===== src/rtl/cplx_sum_tree4_pkg.sv =====
// Shared widths for the adder tree and the downstream normaliser.
// Both blocks derive their sum and leading-zero-count widths from these helpers.
package cplx_sum_tree4_pkg;

  localparam int unsigned SigWidth  = 6;
  localparam int unsigned LowExpand = 2;
  localparam int unsigned DefWidth  = SigWidth + 4 + LowExpand;

  // Full-precision sum of four lanes: two extra bits of growth.
  function automatic int unsigned sum_width(input int unsigned width);
    return width + 2;
  endfunction

  // Count range 0..width+1 for a width+1 bit magnitude.
  function automatic int unsigned lzc_width(input int unsigned width);
    return $clog2(width + 2);
  endfunction

endpackage


===== src/rtl/cplx_sum_tree4_lzc_count.sv =====
// Combinational leading-zero counter; an all-zero input yields N.
// Shared with the normaliser.
module cplx_sum_tree4_lzc_count #(
  parameter int unsigned N    = 13,
  parameter int unsigned CntW = $clog2(N + 1)
) (
  input  logic [N-1:0]    value,
  output logic [CntW-1:0] count
);

  // Scan upward so the highest set bit is the last one to write the count.
  always_comb begin
    count = CntW'(N);
    for (int i = 0; i < int'(N); i++) begin
      if (value[i]) begin
        count = CntW'(int'(N) - 1 - i);
      end
    end
  end

endmodule


===== src/rtl/cplx_sum_tree4.sv =====
// Three-stage 4-lane signed adder tree producing sign-magnitude sum and leading-zero count.
// A single advance signal stalls every stage together.
module cplx_sum_tree4
  import cplx_sum_tree4_pkg::*;
#(
  parameter int unsigned WIDTH = DefWidth,
  parameter int unsigned LZC_W = lzc_width(WIDTH)
) (
  input  logic               clk,
  input  logic               rst,
  input  logic               in_valid,
  output logic               in_ready,
  input  logic [4*WIDTH-1:0] in_data,
  output logic               out_valid,
  input  logic               out_ready,
  output logic               out_sign,
  output logic [WIDTH:0]     out_mag,
  output logic [LZC_W-1:0]   out_lzc,
  output logic               out_zero
);

  localparam int unsigned SumW = sum_width(WIDTH);
  localparam logic [WIDTH-1:0] MinCode = {1'b1, {(WIDTH - 1){1'b0}}};

  logic              adv;
  logic [WIDTH-1:0]  lane0, lane1, lane2, lane3;
  logic [WIDTH:0]    p0_d, p1_d, p0_q, p1_q;
  logic [SumW-1:0]   sum_d, sum_q;
  logic              s1_valid_q, s2_valid_q, out_valid_q;
  logic              sign_d, zero_d;
  logic [WIDTH:0]    mag_d;
  logic [LZC_W-1:0]  lzc_d;
  logic              sign_q, zero_q;
  logic [WIDTH:0]    mag_q;
  logic [LZC_W-1:0]  lzc_q;

  assign adv      = out_ready | ~out_valid_q;
  assign in_ready = adv;

  assign lane0 = in_data[0*WIDTH +: WIDTH];
  assign lane1 = in_data[1*WIDTH +: WIDTH];
  assign lane2 = in_data[2*WIDTH +: WIDTH];
  assign lane3 = in_data[3*WIDTH +: WIDTH];

  always_comb begin
    p0_d  = {lane0[WIDTH-1], lane0} + {lane1[WIDTH-1], lane1};
    p1_d  = {lane2[WIDTH-1], lane2} + {lane3[WIDTH-1], lane3};
    sum_d = {p0_q[WIDTH], p0_q} + {p1_q[WIDTH], p1_q};
  end

  // Low bits of the negation depend only on low bits, so the top sum bit is never needed.
  always_comb begin
    sign_d = sum_q[SumW-1];
    zero_d = (sum_q == '0);
    mag_d  = sum_q[SumW-1] ? (~sum_q[WIDTH:0] + 1'b1) : sum_q[WIDTH:0];
  end

  cplx_sum_tree4_lzc_count #(
    .N    (WIDTH + 1),
    .CntW (LZC_W)
  ) u_lzc (
    .value (mag_d),
    .count (lzc_d)
  );

  // Data registers load only with a valid beat so idle in_data cannot disturb held results.
  always_ff @(posedge clk) begin
    if (rst) begin
      s1_valid_q  <= 1'b0;
      s2_valid_q  <= 1'b0;
      out_valid_q <= 1'b0;
      p0_q        <= '0;
      p1_q        <= '0;
      sum_q       <= '0;
      sign_q      <= 1'b0;
      mag_q       <= '0;
      lzc_q       <= '0;
      zero_q      <= 1'b0;
    end else if (adv) begin
      s1_valid_q  <= in_valid;
      s2_valid_q  <= s1_valid_q;
      out_valid_q <= s2_valid_q;
      if (in_valid) begin
        p0_q <= p0_d;
        p1_q <= p1_d;
      end
      if (s1_valid_q) begin
        sum_q <= sum_d;
      end
      if (s2_valid_q) begin
        sign_q <= sign_d;
        mag_q  <= mag_d;
        lzc_q  <= lzc_d;
        zero_q <= zero_d;
      end
    end
  end

  // All-most-negative lanes would wrap the magnitude; upstream must never send it.
  always_ff @(posedge clk) begin
    if (!rst && in_valid && adv) begin
      assert (!(lane0 == MinCode && lane1 == MinCode && lane2 == MinCode && lane3 == MinCode));
    end
  end

  assign out_valid = out_valid_q;
  assign out_sign  = sign_q;
  assign out_mag   = mag_q;
  assign out_lzc   = lzc_q;
  assign out_zero  = zero_q;

endmodule


===== config.mk =====
export PLATFORM = sky130hd
export DESIGN_NAME = cplx_sum_tree4
export DESIGN_NICKNAME = d
export VERILOG_FILES = /design/src/rtl/cplx_sum_tree4_pkg.sv /design/src/rtl/cplx_sum_tree4_lzc_count.sv /design/src/rtl/cplx_sum_tree4.sv
export SDC_FILE = /design/constraint.sdc
export NUM_CORES = 1
export LEC_CHECK = 0
export ABC_AREA = 0
export CAP_MARGIN = 30
export CORE_MARGIN = 4
export CORE_UTILIZATION = 50
export DETAILED_ROUTE_END_ITERATION = 10
export DONT_BUFFER_PORTS = 1
export PLACE_DENSITY = 0.65
export SLEW_MARGIN = 10
export SYNTH_ARGS = -nofsm -noshare
export SYNTH_HDL_FRONTEND = slang
export SYNTH_HIERARCHICAL = 1
export SYNTH_SLANG_ARGS = --single-unit

===== constraint.sdc =====
create_clock -name clk -period 3.1 [get_ports clk]
set_input_delay 0.62 -clock clk [delete_from_list [all_inputs] [get_ports clk]]
set_output_delay 0.62 -clock clk [all_outputs]
set_load 0.01 [all_outputs]

==> results.json <==
{
  "crit_path_frequent_cell": "nand2_1",
  "synth_flop_cell": "dfxtp_1",
  "grt_max_degree": 64,
  "drv_slew": 0,
  "setup_tns_ps": 0,
  "synth.avg_cell_area_um2": 7.89,
  "cp_slowest_cell": "or4_4",
  "end_kind": "flip-flop",
  "grt.overflow.total": 0,
  "final.setup.worst_slack_ps": 354,
  "layout_min_cycle_time_ps": 2750,
  "cts.clk_slew.worst_paths_ps": 60,
  "place_hpwl_um": 7150,
  "clkLatencyLatePin_ps": 330,
  "die_y_um": 98.9,
  "synth_edf_count": 0,
  "postCtsSetupBuffers": 0,
  "critPathLaunchType": "flip-flop",
  "vdd_drop_max_uv": 190,
  "async_flop_share_pct": 0,
  "synth_cells": 524,
  "cp.required_ps": 3360,
  "path_cells": "inv_1, ha_1, or3b_2, or4b_4, nand2_1, xnor2_1, or4_4, a31oi_1, nand2_1, a21oi_1",
  "hold_viol": 0,
  "grt_antenna_before_repair": 0,
  "synth_nets": 617,
  "grt_pass1_vias": 3467,
  "final_core_util_pct": 55.4,
  "timing.final.crit_share_pct": 88.6,
  "power_density_mw_per_mm2": 477,
  "synth-seq-cells": 62,
  "leakagePower_nw": 1.82,
  "outcome": "finished, final reports clean",
  "clkSinkCount": 62,
  "power_w": 0.00208,
  "synth_cell_type_count": 54,
  "fmax_ghz": 0.364,
  "n_antenna_cell": 0,
  "drt_first_iter_violations": 86,
  "synth_top_area_share_pct": 30.0,
  "crit_path_max_incr_delay_ps": 560,
  "h-tree-depth": 3,
  "hold_path.class": "input pin to flip-flop",
  "clk_path_buf_depth": 2,
  "relSlewSlack_pct": 53.4,
  "final-instance-count-excl-fill": 624,
  "syn_area_mm2": 0.00414,
  "cts_tree": "built",
  "route.detailed.drc": 0,
  "fin_skew_ps": 5.51,
  "drive_gt1_share_pct": 4.79,
  "core_area_mm2": 0.00789,
  "area_growth_pct": 5.63,
  "wirelength_um": 9050,
  "synth_seq_area_share_pct": 30.0,
  "ios": 73,
  "die_w_um": 98.9,
  "dp_slack_ps": 364,
  "start_util_pct": 52.4,
  "crit_type": "flip-flop to flip-flop",
  "first_pass_iters": 4,
  "dp.cells": 610,
  "yosysTopAreaCell": "dfxtp_1",
  "postCtsHoldBufs": 0,
  "viasPerCell": 5.71,
  "ys_warn_count": 6,
  "rows": 32,
  "grt_pass1_wl_um": 15700,
  "vias": 3560,
  "setup-violations-final": 0,
  "gp_congestion": 0.858,
  "ant_nets": 0,
  "numCtsBuffers": 9,
  "worstPathArrival_ps": 3010,
  "cts_root_buffer": "clkbuf_8",
  "max-cap-violations": 0,
  "netlist_top_cells_area": "dfxtp_1 (30%), ha_1 (11%), nand2_1 (7.4%), a21oi_1 (7.1%), xnor2_1 (4.7%)",
  "fin_nets": 612,
  "wl_per_cell_um": 14.5,
  "grt_usage_pct": 19.1,
  "grt_setup_unrepaired": "no",
  "crit_fanout": 6,
  "tightest_slew_ps": 699,
  "port_buffers": 0,
  "die-area_mm2": 0.00979,
  "cts_repair_resize_count": 0
}
## power by group
| part | leakage, nW | internal [W] | switching (W) |
|---|---|---|---|
| Clock | 0.0821 | 0.000301 | 0.000283 |
| Sequential | 0.507 | 0.000857 | 0.0000524 |
| Combinational | 1.23 | 0.000267 | 0.000324 |
## registers in the layout, indices dropped and copies added, names as in the netlist
signal	cells
p1_q	13
out_mag	13
out_zero	1
p0_q	13
sum_q	14
s1_valid_q	1
out_sign	1
out_lzc	4
s2_valid_q	1
out_valid	1
## area by class of cell
type | count | area [µm²]
well taps | 102 | 128
flip-flops and latches | 62 | 1240
multi-input cells | 428 | 2760
fillers | 769 | 3520
repair buffers | 4 | 30.0
clock inverters | 2 | 10.0
inverters | 14 | 52.6
clock buffers | 12 | 145
## worst paths after layout
kind                                             from                 endpoint  slack, ps  cells after the start
worst max-delay path            sum_q[0]$_SDFFE_PP0P_  out_lzc[2]$_SDFFE_PP0P_        350                     10
worst min-delay path                              rst     p1_q[6]$_SDFFE_PP0P_        360                      1
worst max register to register  sum_q[0]$_SDFFE_PP0P_  out_lzc[2]$_SDFFE_PP0P_        350                     10
worst min register to register   p0_q[4]$_SDFFE_PP0P_     p0_q[4]$_SDFFE_PP0P_        450                      2
## cell usage after synthesis (all sizes together) (3+ instances only)
cell type,number
nand2,81
dfxtp,62
a21oi,59
nor2,51
ha,38
o21ai,25
xnor2,22
clkbuf,18
a21o,16
a211oi,14
inv,14
nor3,14
nor2b,7
o21a,7
xor2,7
o31ai,6
a22o,5
nand2b,5
nor3b,5
nor4,5
o21bai,5
and2,4
a311o,3
a31oi,3
and3,3
fa,3
nor4b,3
o2bb2ai,3
or2,3
or4,3
## routing by layer
| layer | part of all wire, % | vias to the layer above | global-route usage [%] |
|---|---|---|---|
| li1 | - | 1879 | - |
| met2 | 44 | 84 | 30.8 |
| met1 | 49 | 1582 | 24.4 |
| met3 | 4.6 | 15 | 4.60 |
| met4 | 2.4 | 0 | 7.56 |
| met5 | 0 | - | 0 |
## critical path: cells and delay by family (launching register included)
family	cells	cell delay [ps]
AND/OR/NAND/NOR	5	1750
flip-flops	1	340
AO/OA/AOI/OAI	2	280
adder cells (fa/ha/maj)	1	130
XOR/XNOR	1	120
buffers and inverters	1	70
## cell families (layout without fill, tap and decap cells)
logic type                 count (synthesis)  in the layout  share of synthesized area, %
and+or+nand+nor                          193            193                          21.8
AOI/OAI and AO/OA                        163            163                          25.4
DFF                                       62             62                          30.0
adders and majority gates                 41             41                          13.0
buffers and inverters                     34             32                          3.21
xor gates and xnor gates                  29             29                          6.14
muxes                                      2              2                         0.484
## metrics by stage
stage | area, µm² | hold slack [ps]
finish | 4370 | 358
global route | 4370 | 342
CTS | 4370 | 344
detailed placement | 4210 | 445
global placement | 4210 | 443
floorplan | 4140 | 432
## cell usage in the layout (no fill, tap or decap), types with 10 or more instances in the layout
| cell type | instances |
|---|---|
| o21ai_0 | 25 |
| ha_1 | 38 |
| nor3_1 | 14 |
| nand2_1 | 81 |
| xnor2_1 | 22 |
| clkbuf_8 | 10 |
| inv_1 | 14 |
| a211oi_1 | 14 |
| a21oi_1 | 59 |
| nor2_1 | 51 |
| a21o_1 | 16 |
| dfxtp_1 | 62 |
Power figures use the tool's default switching activity.
